===== config.mk =====
export PLATFORM = sky130hd
export DESIGN_NAME = preset_sequencer
export DESIGN_NICKNAME = d
export VERILOG_FILES = /design/src/rtl/preset_sequencer_pkg.sv /design/src/rtl/tick_divider.sv /design/src/rtl/preset_sequencer.sv
export SDC_FILE = /design/constraint.sdc
export NUM_CORES = 1
export LEC_CHECK = 0
export CORE_UTILIZATION = 25
export CTS_BUF_LIST = sky130_fd_sc_hd__clkbuf_2
export DETAILED_ROUTE_END_ITERATION = 6
export GPL_TIMING_DRIVEN = 0
export PLACE_DENSITY_LB_ADDON = 0.1
export SLEW_MARGIN = 25
export SYNTH_ARGS = -nofsm -noshare
export SYNTH_HDL_FRONTEND = slang
export SYNTH_SLANG_ARGS = --single-unit

===== constraint.sdc =====
create_clock -name clock -period 2.4 [get_ports clock]
set_input_delay 0.24 -clock clock [delete_from_list [all_inputs] [get_ports clock]]
set_output_delay 0.24 -clock clock [all_outputs]
set_load 0.01 [all_outputs]

===== src/rtl/preset_sequencer_pkg.sv =====
// Shared types and default widths for the preset sequencer and its tick divider.
package preset_sequencer_pkg;

  localparam int DEFAULT_DIV_W = 2;
  localparam int DEFAULT_CNT_W = 4;

  typedef enum logic [2:0] {
    ST_IDLE,
    ST_ALIGN,
    ST_ASSERT,
    ST_SETTLE,
    ST_DONE
  } seq_state_e;

endpackage


===== src/rtl/tick_divider.sv =====
// Programmable clock divider producing a one-cycle slow tick and a registered slow clock.
module tick_divider
  import preset_sequencer_pkg::*;
#(
  parameter int DIV_W = DEFAULT_DIV_W
) (
  input  logic             clock,
  input  logic             reset,
  input  logic [DIV_W-1:0] div_ratio,
  output logic             slow_tick,
  output logic             slow_clk
);

  logic [DIV_W-1:0] div_q, div_d;
  logic [DIV_W-1:0] div_ratio_q, div_ratio_d;
  logic             slow_tick_q, slow_tick_d;
  logic             slow_clk_q, slow_clk_d;
  logic             wrap;

  // The ratio is only picked up at wrap so a change never cuts a period short.
  always_comb begin
    wrap        = (div_q == div_ratio_q);
    div_d       = wrap ? '0 : div_q + 1'b1;
    div_ratio_d = wrap ? div_ratio : div_ratio_q;
    slow_tick_d = (div_q == '0);
    slow_clk_d  = (div_q == '0);
  end

  always_ff @(posedge clock) begin
    if (reset) begin
      div_q       <= '0;
      div_ratio_q <= div_ratio;
      slow_tick_q <= 1'b0;
      slow_clk_q  <= 1'b0;
    end else begin
      div_q       <= div_d;
      div_ratio_q <= div_ratio_d;
      slow_tick_q <= slow_tick_d;
      slow_clk_q  <= slow_clk_d;
    end
  end

  assign slow_tick = slow_tick_q;
  assign slow_clk  = slow_clk_q;

endmodule


===== src/rtl/preset_sequencer.sv =====
// Sequences a glitch-free preset pulse for slow-domain registers, then a settle wait and an ack.
module preset_sequencer
  import preset_sequencer_pkg::*;
#(
  parameter int DIV_W = DEFAULT_DIV_W,
  parameter int CNT_W = DEFAULT_CNT_W
) (
  input  logic             clock,
  input  logic             reset,
  input  logic [DIV_W-1:0] div_ratio,
  input  logic [CNT_W-1:0] preset_len,
  input  logic [CNT_W-1:0] settle_len,
  input  logic             req,
  output logic             slow_tick,
  output logic             slow_clk,
  output logic             preset,
  output logic             busy,
  output logic             ack
);

  seq_state_e       state_q, state_d;
  logic [CNT_W-1:0] cnt_q, cnt_d;
  logic [CNT_W-1:0] len_q, len_d;
  logic             preset_q, preset_d;

  tick_divider #(
    .DIV_W(DIV_W)
  ) u_tick_divider (
    .clock     (clock),
    .reset     (reset),
    .div_ratio (div_ratio),
    .slow_tick (slow_tick),
    .slow_clk  (slow_clk)
  );

  // Preset edges only move on slow ticks, keeping a fixed offset to slow_clk.
  always_comb begin
    state_d  = state_q;
    cnt_d    = cnt_q;
    len_d    = len_q;
    preset_d = preset_q;
    case (state_q)
      ST_IDLE: begin
        if (req) begin
          state_d = ST_ALIGN;
          len_d   = (preset_len == '0) ? '0 : preset_len - 1'b1;
        end
      end
      ST_ALIGN: begin
        if (slow_tick) begin
          preset_d = 1'b1;
          cnt_d    = len_q;
          state_d  = ST_ASSERT;
        end
      end
      ST_ASSERT: begin
        if (slow_tick) begin
          if (cnt_q == '0) begin
            preset_d = 1'b0;
            cnt_d    = settle_len;
            state_d  = ST_SETTLE;
          end else begin
            cnt_d = cnt_q - 1'b1;
          end
        end
      end
      ST_SETTLE: begin
        if (cnt_q == '0) begin
          state_d = ST_DONE;
        end else if (slow_tick) begin
          cnt_d = cnt_q - 1'b1;
        end
      end
      ST_DONE: begin
        state_d = ST_IDLE;
      end
      default: begin
        state_d  = ST_IDLE;
        preset_d = 1'b0;
      end
    endcase
  end

  always_ff @(posedge clock) begin
    if (reset) begin
      state_q  <= ST_IDLE;
      cnt_q    <= '0;
      len_q    <= '0;
      preset_q <= 1'b0;
    end else begin
      state_q  <= state_d;
      cnt_q    <= cnt_d;
      len_q    <= len_d;
      preset_q <= preset_d;
    end
  end

  assign preset = preset_q;
  assign busy   = (state_q != ST_IDLE);
  assign ack    = (state_q == ST_DONE);

endmodule


* Yosys cells after proc, flatten, opt, wreduce, memory -nomap -nowiden
Cells that the tools add are included.
** Word-level totals
- Flip-flop bits (word level) :: 17
- Latch bits :: 0
- Memory bits (writable) :: 0
- ROM bits :: 0
- Input port bits :: 13
- Output and inout port bits :: 5
- Logic and storage cells :: 55
- Memories :: 0
** Operators by class
- $add $sub $neg :: 3
- $mul :: 0
- Div/mod/pow operators :: 0
- $lt $le $gt $ge :: 0
- Eq/ne operators :: 12
- Shift operators :: 0
- Muxes and demuxes :: 19
- Bitwise logic cells :: 1
- Reductions and logical operators :: 13
** Operators with widths (count)
- $mux 4 :: 6
- $mux 3 :: 5
- $pmux 3 s4 :: 1
- $pmux 4 s3 :: 1
- $reduce_and 5->1 :: 2
- $logic_not 4->1 :: 2
- $ne 2x2->1 const B :: 4
- $sub 4x1->4 const B :: 2
- $eq 3x2->1 const B :: 2
- $ne 2x1->1 const B :: 3
- $reduce_bool 3->1 :: 2
- $mux 2 :: 2
- $reduce_and 4->1 :: 1
- $eq 3x1->1 const B :: 1
- $eq 3x3->1 const B :: 1
- $logic_not 3->1 :: 1
- $mux 1 :: 3
- $pmux 1 s3 :: 1
- $reduce_or 3->1 :: 1
- $add 2x1->2 const B :: 1
- $eq 2x2->1 :: 1
- $logic_not 2->1 :: 1
- $reduce_and 2->1 :: 1
- $reduce_bool 2->1 :: 1
- 2 further kinds :: 2

* Depth between registers and ports, before layout
Gate-level depths: netlist of the first run.
- Depth after elaboration :: 4
- Mapped depth :: 6
- Gate-level depth less buffers :: 6

* Hierarchy
A second synthesis of the first run with hierarchy kept.
** Second synthesis, totals
- Cells, all modules :: 109
- Area total of the unflattened synthesis :: 959.7 um^2
** Modules (own cells, without submodules)
- preset_sequencer :: instances 1, cells an instance 92, area each 753.2 um^2, sequential area each 240.2 um^2
- tick_divider :: instances 1, cells an instance 17, area each 206.4 um^2, sequential area each 120.1 um^2

* Worst setup path before layout of the first run
Ideal clock, no wire load.
- Path kind :: flip-flop to flip-flop
- Start point :: register cnt_q[0]
- End point :: register cnt_q[0]
- Setup time :: 0.132 ns
- Arrival time :: 1.450 ns
- Data required time :: 2.268 ns
- Setup slack :: 0.818 ns
- Cell stages (with the launch flop) :: 7
- Path buffers :: 0
- Period minus slack after synthesis :: 1.582 ns
- Cell sequence :: dfxtp_1 > inv_1 > ha_1 > nor4b_4 > mux2_1 > o211ai_1 > a21oi_1
** On the way
- Word-level cells in the longest chain between the ends :: 4
- Elaborated cells between the ends (all ways) :: 9
- Classes of those cells :: 1 x add/sub; 1 x eq/ne; 5 x mux; 2 x reduce/logical
** Ends and longest elaborated chain
- start: declaration :: line preset_sequencer.sv:22 : logic [CNT_W-1:0] cnt_q, cnt_d;
- start signal: assignment :: line preset_sequencer.sv:92 : cnt_q <= cnt_d;
- $sub 4x1->4 or $logic_not 4->1 (tied branches)
- $mux 4 (on tied branches) :: line preset_sequencer.sv:70, preset_sequencer.sv:58
- $mux 4 (on tied branches) :: line preset_sequencer.sv:68, preset_sequencer.sv:57
- $pmux 4 s3 :: line preset_sequencer.sv:42 : case (state_q)
Parallel ways exist; a longest one is shown, timed or not. The select of a mux whose other input is x is not followed.
A chain may end at the register's enable or synchronous reset.

* Worst setup path after layout of the first run
- Start point :: register state_q[2]
- End point :: output busy
** On the way
- Word-level cells in the longest chain between the ends :: 1
** Ends and longest elaborated chain
- start: declaration :: line preset_sequencer.sv:21 : seq_state_e state_q, state_d;
- start signal: assignment :: line preset_sequencer.sv:91 : state_q <= state_d;
- $reduce_bool 3->1 :: line preset_sequencer.sv:99 : assign busy = (state_q != ST_IDLE);
- end: declaration :: line preset_sequencer.sv:17 : output logic busy,
No other way between the ends.

==> key figures, run 1 <==
Timing
  • Final Hold Fails: 0
  • Period utilization: 79.2%
  • Final Max Slew Viols: 0
  • Fin crit period: 1.90 ns
  • Post-Route Setup TNS: 0 ns
  • Final setup margin: 0.500 ns
  • Fmax: 526 MHz
  • Worst slew pin tran: 0.513 ns
  • Setup Skew: 0.0227 ns
  • Setup-failing EPs final: 0
  • Slew headroom: 65.4%
  • RSZ-0062 raised after global routing: no

Routing
  • Drt pass-1 iters: 4
  • Final ANT Viol Nets: 0
  • Vias/cell: 4.53
  • Total number of vias: 792
  • DRT iter0 DRCs: 26
  • DRC violations left: 0
  • Avg WL per Cell: 11.2 um
  • Total wire length: 1950 um

Die
  • Die width: 65.0 um
  • Die Ht: 65.0 um
  • Die footprint: 4230 sq um
  • Row count: 22
  • Core ar.: 3740 sq um
  • Initial core utilization: 26.5%
  • Ports: 18

CTS
  • CTS tree: built
  • Post-CTS setup buffer count: 0
  • Largest buffer count on any clock path: 2
  • Clk slew on worst S/H paths: 0.18 ns
  • Root Buffer: clkbuf_2
  • Hold Buf Count CTS: 0
  • Clock tree sinks: 17
  • Total CTS buffers: 3
  • Post-CTS Resized: 0
  • H-tree Lvls: 1
  • Clk Latency, worst-skew pair: 0.31 ns

Synth
  • Xor/xnor share of the synthesized area: 2.64%
  • Synth top area share: 30.2%
  • Number of synthesized flops with an enable pin: 2
  • Synthesized area per cell: 9.37 sq um
  • Seq cells post-synth: 17
  • Asr flop ratio synth: 0%
  • Adder-cell share of the synthesized area: 3.78%
  • Post-Synth Simple-Gate Area: 24.3%
  • Sequential fraction of the synthesis area: 36.3%
  • Syn_nets: 122
  • Cell count after synthesis: 106
  • Main combinational cell family by area after synthesis: simple AND/OR/NAND/NOR gates
  • Cell taking the most area after synthesis: dfxtp_1
  • Yosys warnings: 0
  • Post-synth top flop: dfxtp_1
  • Mux contribution to synthesized area: 9.32%
  • Yosys cell types: 37
  • Synth Area in Compound Gates: 16.1%
  • Top cells by area, synth: dfxtp_1 (30%), mux2i_1 (7.1%), edfxtp_1 (6.0%)
  • Mapped Area: 993 sq um

Place
  • Dpl ws: 0.608 ns
  • Hpwl dp: 1550 um
  • Routability cong.: 0.748
  • PortBufs: 17

Final layout
  • Synthesis-to-layout area growth: 25.2%
  • Layout Nets: 144
  • Fraction of layout cells with a size suffix above 1: 11.0%
  • Antenna fix cells: 0

Critical path
  • Crit path max fanout: 7
  • Cells along the critical path: or3_4 > clkdlybuf4s50_1
  • CP Class: reg2out
  • Crit path largest cell delay: 0.50 ns
  • CP endpoint kind: primary output
  • Arrival time at the worst endpoint: 1.66 ns
  • CP required: 2.16 ns
  • Startpoint types: flop
  • Slowest cell on crit path: clkdlybuf4s50_1

Flow run
  • # Max-Cap Violations: 0

Pwr
  • Clock share of power: 14.5%
  • P_sw: 315 uW
  • PwrDens: 722 nW/um^2
  • Net Sw Frac: 35.1%
  • Internal power: 583 uW
  • Leakage: 0.000495 uW
  • Register share of total power: 43.2%
  • Logic pwr share: 42.2%
  • Maximum VDD drop: 0.349 mV

Global routing
  • Vias in the first global route: 742
  • Pin count of the biggest net entering global routing: 11
  • Total Routing Usage GR: 10.6%
  • First-pass GRT wire length: 3450 um
  • Initial antenna violation count: 0
  • Grt ovf: 0

Run status
  • Status: finished clean

Min path
  • Hold Path Class: in2reg
final cells by class:
| type | count | area [sq um] |
|---|---|---|
| plain buffers | 4 | 33.8 |
| well taps | 48 | 60.1 |
| multi-input cells | 74 | 558 |
| flip-flops and latches | 17 | 360 |
| repair buffers | 17 | 170 |
| fillers | 422 | 2500 |
| inverters | 11 | 41.3 |
| clock buffers | 3 | 15.0 |
| clock inverters | 1 | 5.00 |
Yosys cell counts (2+ instances only):
library cell  number
nor2b_1            2
inv_1             11
buf_6              2
dfxtp_1           15
edfxtp_1           2
nor2_1            13
o211ai_1           2
ha_1               3
mux2_1             2
nor3_1             4
a21oi_1            4
mux2i_1            7
nand2b_1           4
o21ai_0            4
nand2_1            5
xor2_1             3
a211oi_1           3
cells in the final DEF, fill, tap and decap left out, types with 2 or more instances in the layout:
master,count
nor3_1,4
o211ai_1,2
mux2i_1,7
a21oi_1,4
nor2b_1,2
o21ai_0,4
mux2_1,2
dfxtp_1,15
ha_1,3
nor2_1,13
buf_6,2
clkbuf_2,3
nand2b_1,4
a211oi_1,3
nand2_1,5
clkdlybuf4s50_1,17
edfxtp_1,2
xor2_1,3
inv_1,11
metrics by stage:
stage               total power [uW]  hold slack [ns]  instances  util (%)  area [sq um]
floorplan                        658            0.312        106         -           993
global placement                 779            0.448        171      32.7          1220
detailed placement               782            0.452        171      32.7          1220
CTS                              919            0.432        175      33.2          1240
global route                     973            0.429        175      33.2          1240
finish                           898            0.464        175      33.2          1240
worst paths after layout:
check / startpoint / cells past startpoint / end / slack (ns)
worst max-delay path: state_q[2] / 2 / busy / 0.50
worst min-delay path: div_ratio[0] / 1 / u_tick_divider.div_ratio_q[0] / 0.46
worst max register to register: cnt_q[0] / 6 / cnt_q[0] / 0.63
worst min register to register: u_tick_divider.div_q[0] / 1 / u_tick_divider.div_q[0] / 0.49
power groups by stage:
stage               combinational, uW  sequential, uW  clock (uW)
floorplan                         269             389           0
global placement                  384             395           0
detailed placement                386             396           0
CTS                               388             389         143
global route                      422             397         153
finish                            379             388         130
layer usage:
metal / global-route usage, % / wire, um / up-vias
met3: 1.58 / 54 / 4
met2: 16.8 / 900 / 11
li1: - / - / 418
met4: 4.89 / 31 / 0
met5: 0 / 0 / -
met1: 14.0 / 965 / 359
critical path: cells and delay by family (launching register included):
| kind | cells | cell delay, ns |
|---|---|---|
| flip-flops | 1 | 0.41 |
| AND/OR/NAND/NOR | 1 | 0.45 |
| buffers and inverters | 1 | 0.50 |
state kept, by name (all words and copies together), names as in the netlist:
register and flops:
preset 1, u_tick_divider.div_q 2, state_q 3, len_q 4, u_tick_divider.div_ratio_q 2, u_tick_divider.slow_tick 1, cnt_q 4
kinds of logic after synthesis:
kind of cell | count (synthesis)
AOI/OAI and AO/OA | 21
muxes | 9
buffers and inverters | 15
and+or+nand+nor | 38
adders and majority gates | 3
DFF | 17
xor gates and xnor gates | 3
(Power assumes the default switching activity.)
==> run 2: changes to the inputs <==
==> constraint.sdc (replaced) <==
create_clock -name clock -period 1.6 [get_ports clock]
set_input_delay 0.16 -clock clock [delete_from_list [all_inputs] [get_ports clock]]
set_output_delay 0.16 -clock clock [all_outputs]
set_load 0.01 [all_outputs]
==> key figures, run 2 (synthesis results as in run 1) <==
Global routing
  • Total Routing Usage GR: 10.8% (was 10.6%)
  • Pin count of the biggest net entering global routing: 11 (unchanged)
  • Vias in the first global route: 742 (unchanged)
  • Grt ovf: 0 (unchanged)
  • Initial antenna violation count: 0 (unchanged)
  • First-pass GRT wire length: 3530 um (was 3450 um)

Routing
  • Total number of vias: 818 (was 792)
  • Avg WL per Cell: 11.0 um (was 11.2 um)
  • DRC violations left: 0 (unchanged)
  • Total wire length: 2010 um (was 1950 um)
  • Drt pass-1 iters: 4 (unchanged)
  • Final ANT Viol Nets: 0 (unchanged)
  • Vias/cell: 4.47 (was 4.53)
  • DRT iter0 DRCs: 24 (was 26)

Timing
  • Final Max Slew Viols: 0 (unchanged)
  • Period utilization: 95.6%
  • Fmax: 653 MHz
  • Final Hold Fails: 0 (unchanged)
  • Setup-failing EPs final: 0 (unchanged)
  • Fin crit period: 1.53 ns
  • Setup Skew: 0.0240 ns (was 0.0227 ns)
  • Final setup margin: 0.0698 ns (was 0.500 ns)
  • Slew headroom: 65.4% (about the same)
  • Hold WS: 0.382 ns (was 0.464 ns)
  • RSZ-0062 raised after global routing: yes (was no)
  • Worst slew pin tran: 0.513 ns (about the same)

Final layout
  • Layout fillers: 421 (was 422)
  • Fraction of layout cells with a size suffix above 1: 25.9% (was 11.0%)
  • Most frequent cells in the layout: clkdlybuf4s50_1 (15), nor2_1 (13), inv_1 (9), buf_4 (9), dfxtp_1 (8) (was clkdlybuf4s50_1 (17), dfxtp_1 (15), nor2_1 (13))
  • Seq. cell area: 372 sq um (was 360 sq um)
  • Most common cell after layout, fill and taps aside: clkdlybuf4s50_1 (unchanged)
  • Core Util, Final: 35.6% (was 33.2%)
  • Biggest regs: cnt_q: 4 flops, len_q: 4 flops, state_q: 3 flops (unchanged)
  • Layout Nets: 152 (was 144)
  • Antenna fix cells: 0 (unchanged)
  • Area of the multi-input gates: 578 sq um (was 558 sq um)
  • Fin area: 1330 sq um (was 1240 sq um)
  • Synthesis-to-layout area growth: 34.0% (was 25.2%)

Pwr
  • PwrDens: 1060 nW/um^2 (was 722 nW/um^2)
  • Total power: 1420 uW (was 898 uW)
  • Leakage: 0.000556 uW (was 0.000495 uW)
  • Maximum VDD drop: 0.525 mV (was 0.349 mV)

Flow run
  • # Max-Cap Violations: 0 (unchanged)

Critical path
  • CP endpoint kind: flop (was primary output)
  • CP Class: reg2reg (was reg2out)
  • Startpoint types: flop (unchanged)
  • Arrival time at the worst endpoint: 1.71 ns (was 1.66 ns)
  • CP required: 1.77 ns (was 2.16 ns)
  • Crit path max fanout: 3 (was 7)

Die
  • Initial core utilization: 26.5% (unchanged)
  • Die Ht: 65.0 um (unchanged)
  • Row count: 22 (unchanged)
  • Die footprint: 4230 sq um (unchanged)
  • Die width: 65.0 um (unchanged)
  • Ports: 18 (unchanged)
  • Core ar.: 3740 sq um (unchanged)

Place
  • Hpwl dp: 1550 um (unchanged)
  • PortBufs: 17 (unchanged)
  • Dpl ws: -0.192 ns (was 0.608 ns)
  • Placed instance area: 1220 sq um (unchanged)
  • Routability cong.: 0.748 (unchanged)

CTS
  • Total CTS buffers: 3 (unchanged)
  • Hold Buf Count CTS: 0 (unchanged)
  • H-tree Lvls: 1 (unchanged)
  • CTS tree: built (unchanged)
  • Clk slew on worst S/H paths: 0.18 ns (about the same)
  • Largest buffer count on any clock path: 2 (unchanged)
  • Root Buffer: clkbuf_2 (unchanged)
  • Clock tree sinks: 17 (unchanged)
  • Clk Latency, worst-skew pair: 0.31 ns (about the same)

Min path
  • Hold Path Class: in2reg (unchanged)

Run status
  • Status: finished clean (unchanged)
-- run 2: cell count changes in the layout (fill, tap and decap cells not counted), moves of 2 or more --
| cell | previous run | this run |
|---|---|---|
| inv_1 | 11 | 9 |
| dfxtp_2 | 0 | 6 |
| dfxtp_1 | 15 | 8 |
| mux2_4 | 0 | 2 |
| mux2_1 | 2 | 0 |
| clkdlybuf4s50_1 | 17 | 15 |
| buf_4 | 1 | 9 |
-- run 2: repair_timing --
item / in CTS / in global routing
endpoints found under the setup margin: 6 / 6
setup buffers: 3 / 5
pin swaps: 1 / 2
resized for setup: 14 / 7
-- run 2: worst max-delay path, stage by stage, from the launching register on --
cell and delay, ns:
dfxtp_2 0.36, inv_4 0.06, ha_4 0.13, nor4b_4 0.30, mux2_4 0.34, o211ai_1 0.16
a21oi_1 0.08
-- run 2: power breakdown --
group | switching [uW] | internal [uW]
sequential | 69.0 | 521
combinational | 278 | 351
clock | 140 | 56.6
-- run 2: final timing paths --
| path | from | end | slack [ns] | depth (start not counted) |
|---|---|---|---|---|
| worst min-delay path | div_ratio[0] | u_tick_divider.div_ratio_q[0] | 0.38 | 1 |
| worst max register to register | cnt_q[0] | cnt_q[0] | 0.07 | 6 |
| worst min register to register | u_tick_divider.div_q[0] | u_tick_divider.div_q[0] | 0.49 | 1 |
| worst max-delay path | cnt_q[0] | cnt_q[0] | 0.07 | 6 |
-- run 2: layout make-up --
type                            count  share of cell area, %
Tap cell                           48                   4.51
Inverter                           11                   3.29
Sequential cell                    17                   27.9
Clock buffer                        3                   1.13
Clock inverter                      1                  0.376
Multi-Input combinational cell     74                   43.4
Timing Repair Buffer               25                   16.8
Buffer                              4                   2.54
-- run 2: per-stage QoR --
| step | instances | setup TNS, ns |
|---|---|---|
| 2_1_floorplan | 106 | 0 |
| 3_3_place_gp | 171 | -0.282 |
| 3_5_place_dp | 171 | -0.352 |
| 4_1_cts | 178 | -0.000152 |
| 5_1_grt | 183 | -0.0935 |
| 6_report | 183 | 0 |
-- run 2: metal layers --
metal	GRT usage (%)	up-vias	part of all wire, %	routed length (um)
li1	-	438	-	-
met1	14.6	365	50	1000
met2	16.9	11	46	918
met3	1.58	4	2.7	54
met4	4.89	0	1.5	31
met5	0	-	0	0
==> run 3: changes to the inputs <==
--- a/config.mk
+++ b/config.mk
@@ -5,11 +5,15 @@
 export SDC_FILE = /design/constraint.sdc
 export NUM_CORES = 1
 export LEC_CHECK = 0
+export ABC_AREA = 1
+export CELL_PAD_IN_SITES_DETAIL_PLACEMENT = 1
+export CELL_PAD_IN_SITES_GLOBAL_PLACEMENT = 1
 export CORE_UTILIZATION = 25
 export CTS_BUF_LIST = sky130_fd_sc_hd__clkbuf_2
 export DETAILED_ROUTE_END_ITERATION = 6
 export GPL_TIMING_DRIVEN = 0
 export PLACE_DENSITY_LB_ADDON = 0.1
+export SETUP_SLACK_MARGIN = 0.02
 export SLEW_MARGIN = 25
 export SYNTH_ARGS = -nofsm -noshare
 export SYNTH_HDL_FRONTEND = slang
==> key figures, run 3 <==
Run status
  • Status: finished clean (unchanged)

Critical path
  • Slowest cell on crit path: clkdlybuf4s50_1 (was dfxtp_2)
  • CP Class: reg2out (was reg2reg)
  • Startpoint types: flop (unchanged)
  • CP endpoint kind: primary output (was flop)
  • Delay-heaviest family, CP: buffers and inverters (was flip-flops)
  • Crit path max fanout: 5 (was 3)
  • Crit path buffers/inverters: 2 (was 1)
  • CP required: 1.44 ns (was 1.77 ns)
  • Arrival time at the worst endpoint: 1.33 ns (was 1.71 ns)
  • Crit path largest cell delay: 0.51 ns (was 0.36 ns)
  • Cells along the critical path: buf_4 > clkdlybuf4s50_1 (was inv_4 > ha_4 > nor4b_4 > mux2_4 > o211ai_1 > a21oi_1)

Die
  • Die width: 65.6 um (was 65.0 um)
  • Ports: 18 (unchanged)
  • Initial core utilization: 26.8% (was 26.5%)
  • Die footprint: 4300 sq um (was 4230 sq um)
  • Row count: 22 (unchanged)
  • Core ar.: 3770 sq um (was 3740 sq um)
  • Die Ht: 65.6 um (was 65.0 um)

Routing
  • Total wire length: 2470 um (was 2010 um)
  • DRC violations left: 0 (unchanged)
  • Final ANT Viol Nets: 0 (unchanged)
  • Avg WL per Cell: 11.4 um (was 11.0 um)
  • Vias/cell: 4.44 (was 4.47)
  • DRT iter0 DRCs: 48 (was 24)
  • Drt pass-1 iters: 4 (unchanged)
  • Total number of vias: 964 (was 818)

Synth
  • Post-synth top flop: dfxtp_1 (unchanged)
  • Asr flop ratio synth: 0% (unchanged)
  • Yosys cell types: 25 (was 37)
  • Mapped Area: 1010 sq um (was 993 sq um)
  • Synthesized area per cell: 6.79 sq um (was 9.37 sq um)
  • Number of synthesized flops with an enable pin: 2 (unchanged)
  • Most common cell in the netlist: nand2_1 (was dfxtp_1)
  • Cell taking the most area after synthesis: dfxtp_1 (unchanged)
  • Syn_nets: 165 (was 122)
  • Seq cells post-synth: 17 (unchanged)
  • Commonest cells in the netlist: nand2_1 (45), nor2_1 (20), inv_1 (19) (was dfxtp_1 (15), nor2_1 (13), inv_1 (11))
  • Cell count after synthesis: 149 (was 106)
  • Yosys warnings: 0 (unchanged)
  • Synth top area share: 29.7% (was 30.2%)
  • Top cells by area, synth: dfxtp_1 (30%), nand2_1 (17%), nor2_1 (7.4%) (was dfxtp_1 (30%), mux2i_1 (7.1%), edfxtp_1 (6.0%))
  • Sequential fraction of the synthesis area: 35.6% (was 36.3%)

Place
  • PortBufs: 16 (was 17)
  • Routability cong.: 0.785 (was 0.748)
  • Hpwl dp: 2010 um (was 1550 um)

CTS
  • Clock tree sinks: 17 (unchanged)
  • Total CTS buffers: 3 (unchanged)
  • CTS tree: built (unchanged)
  • Hold Buf Count CTS: 0 (unchanged)
  • H-tree Lvls: 1 (unchanged)
  • Clk Latency, worst-skew pair: 0.31 ns (about the same)
  • Clk slew on worst S/H paths: 0.19 ns (was 0.18 ns)
  • Root Buffer: clkbuf_2 (unchanged)
  • Largest buffer count on any clock path: 2 (unchanged)

Min path
  • Hold Path Class: in2reg (unchanged)

Final layout
  • Antenna fix cells: 0 (unchanged)
  • Core Util, Final: 33.5% (was 35.6%)
  • Most common cell after layout, fill and taps aside: nand2_1 (was clkdlybuf4s50_1)
  • Layout fillers: 481 (was 421)
  • Layout Nets: 186 (was 152)
  • Most frequent cells in the layout: nand2_1 (45), nor2_1 (19), inv_1 (18) (was clkdlybuf4s50_1 (15), nor2_1 (13), inv_1 (9), buf_4 (9), dfxtp_1 (8))
  • Synthesis-to-layout area growth: 25.1% (was 34.0%)
  • Fraction of layout cells with a size suffix above 1: 14.2% (was 25.9%)
  • Biggest regs: cnt_q: 4 flops, len_q: 4 flops, state_q: 3 flops (unchanged)
  • Area of the multi-input gates: 553 sq um (was 578 sq um)
  • Seq. cell area: 369 sq um (was 372 sq um)

Pwr
  • Leakage: 0.000599 uW (was 0.000556 uW)
  • PwrDens: 1510 nW/um^2 (was 1060 nW/um^2)
  • Maximum VDD drop: 0.552 mV (was 0.525 mV)

Global routing
  • Total Routing Usage GR: 13.8% (was 10.8%)
  • First-pass GRT wire length: 4510 um (was 3530 um)
  • Vias in the first global route: 1,035 (was 742)
  • Grt ovf: 0 (unchanged)
  • Pin count of the biggest net entering global routing: 10 (was 11)
  • Initial antenna violation count: 0 (unchanged)

Timing
  • Final Max Slew Viols: 0 (unchanged)
  • Setup Skew: 0.0196 ns (was 0.0240 ns)
  • Fin crit period: 1.49 ns (was 1.53 ns)
  • RSZ-0062 raised after global routing: no (was yes)
  • Final Hold Fails: 0 (unchanged)
  • Post-Route Setup TNS: 0 ns (unchanged)
  • Period utilization: 93.2% (was 95.6%)
  • Setup-failing EPs final: 0 (unchanged)
  • Worst slew pin tran: 0.461 ns (was 0.513 ns)
  • Fmax: 671 MHz (was 653 MHz)
  • Slew headroom: 68.9% (was 65.4%)

Flow run
  • # Max-Cap Violations: 0 (unchanged)
## run 3: timing repair
action                                  CTS  global route
setup buffers                             0             0
endpoints found under the setup margin    5             5
pin swaps                                 0             0
gates resized for setup                   8             2
gates cloned                              0             0
## run 3: cell type report
| cell class | count | share of cell area [%] |
|---|---|---|
| multi-input cells | 108 | 43.7 |
| flip-flops and latches | 17 | 29.2 |
| plain buffers | 3 | 2.08 |
| well taps | 48 | 4.75 |
| inverters | 21 | 6.23 |
| repair buffers | 16 | 12.5 |
| clock buffers | 4 | 1.58 |
## run 3: path summary, 6_finish.rpt
kind	start	endpoint	slack, ns	cells after the start
worst min register to register	u_tick_divider.div_q[0]	u_tick_divider.div_q[0]	0.47	1
worst max register to register	cnt_q[0]	cnt_q[0]	0.21	9
worst max-delay path	u_tick_divider.slow_tick	slow_tick	0.11	2
worst min-delay path	reset	u_tick_divider.slow_tick	0.06	2
## run 3: metrics by stage
stage / total power (uW) / setup slack, ns / area, sq um / hold WS (ns) / instances
detailed placement: 1720 / 0.0474 / 1230 / 0.420 / 213
finish: 1910 / 0.109 / 1260 / 0.0562 / 217
floorplan: 1410 / 0.316 / 1010 / 0.259 / 149
global placement: 1690 / 0.0425 / 1230 / 0.417 / 213
CTS: 1950 / 0.0603 / 1260 / 0.0398 / 217
global route: 2130 / 0.0209 / 1260 / 0.0434 / 217
## run 3: metal layers
layer | vias up | wire (um) | global-route usage (%)
li1 | 504 | - | -
met1 | 442 | 1100 | 15.4
met2 | 16 | 1250 | 24.7
met3 | 2 | 113 | 4.34
met4 | 0 | 14 | 3.80
met5 | - | 0 | 0
## run 3: logic make-up (layout without fill, tap and decap cells)
family / after synthesis / in the layout / synth area share (%)
flip-flops: 17 / 17 / 35.6
AO/OA/AOI/OAI: 14 / 14 / 7.43
buffers and inverters: 24 / 44 / 10.4
XOR/XNOR: 3 / 3 / 2.60
AND/OR/NAND/NOR: 88 / 88 / 40.2
adder cells (fa/ha/maj): 3 / 3 / 3.71
## run 3: power by group
part | leakage [uW] | switching [uW] | internal (uW)
Clock | 0.0000166 | 147 | 66.2
Sequential | 0.000145 | 81.9 | 557
Combinational | 0.000438 | 637 | 425
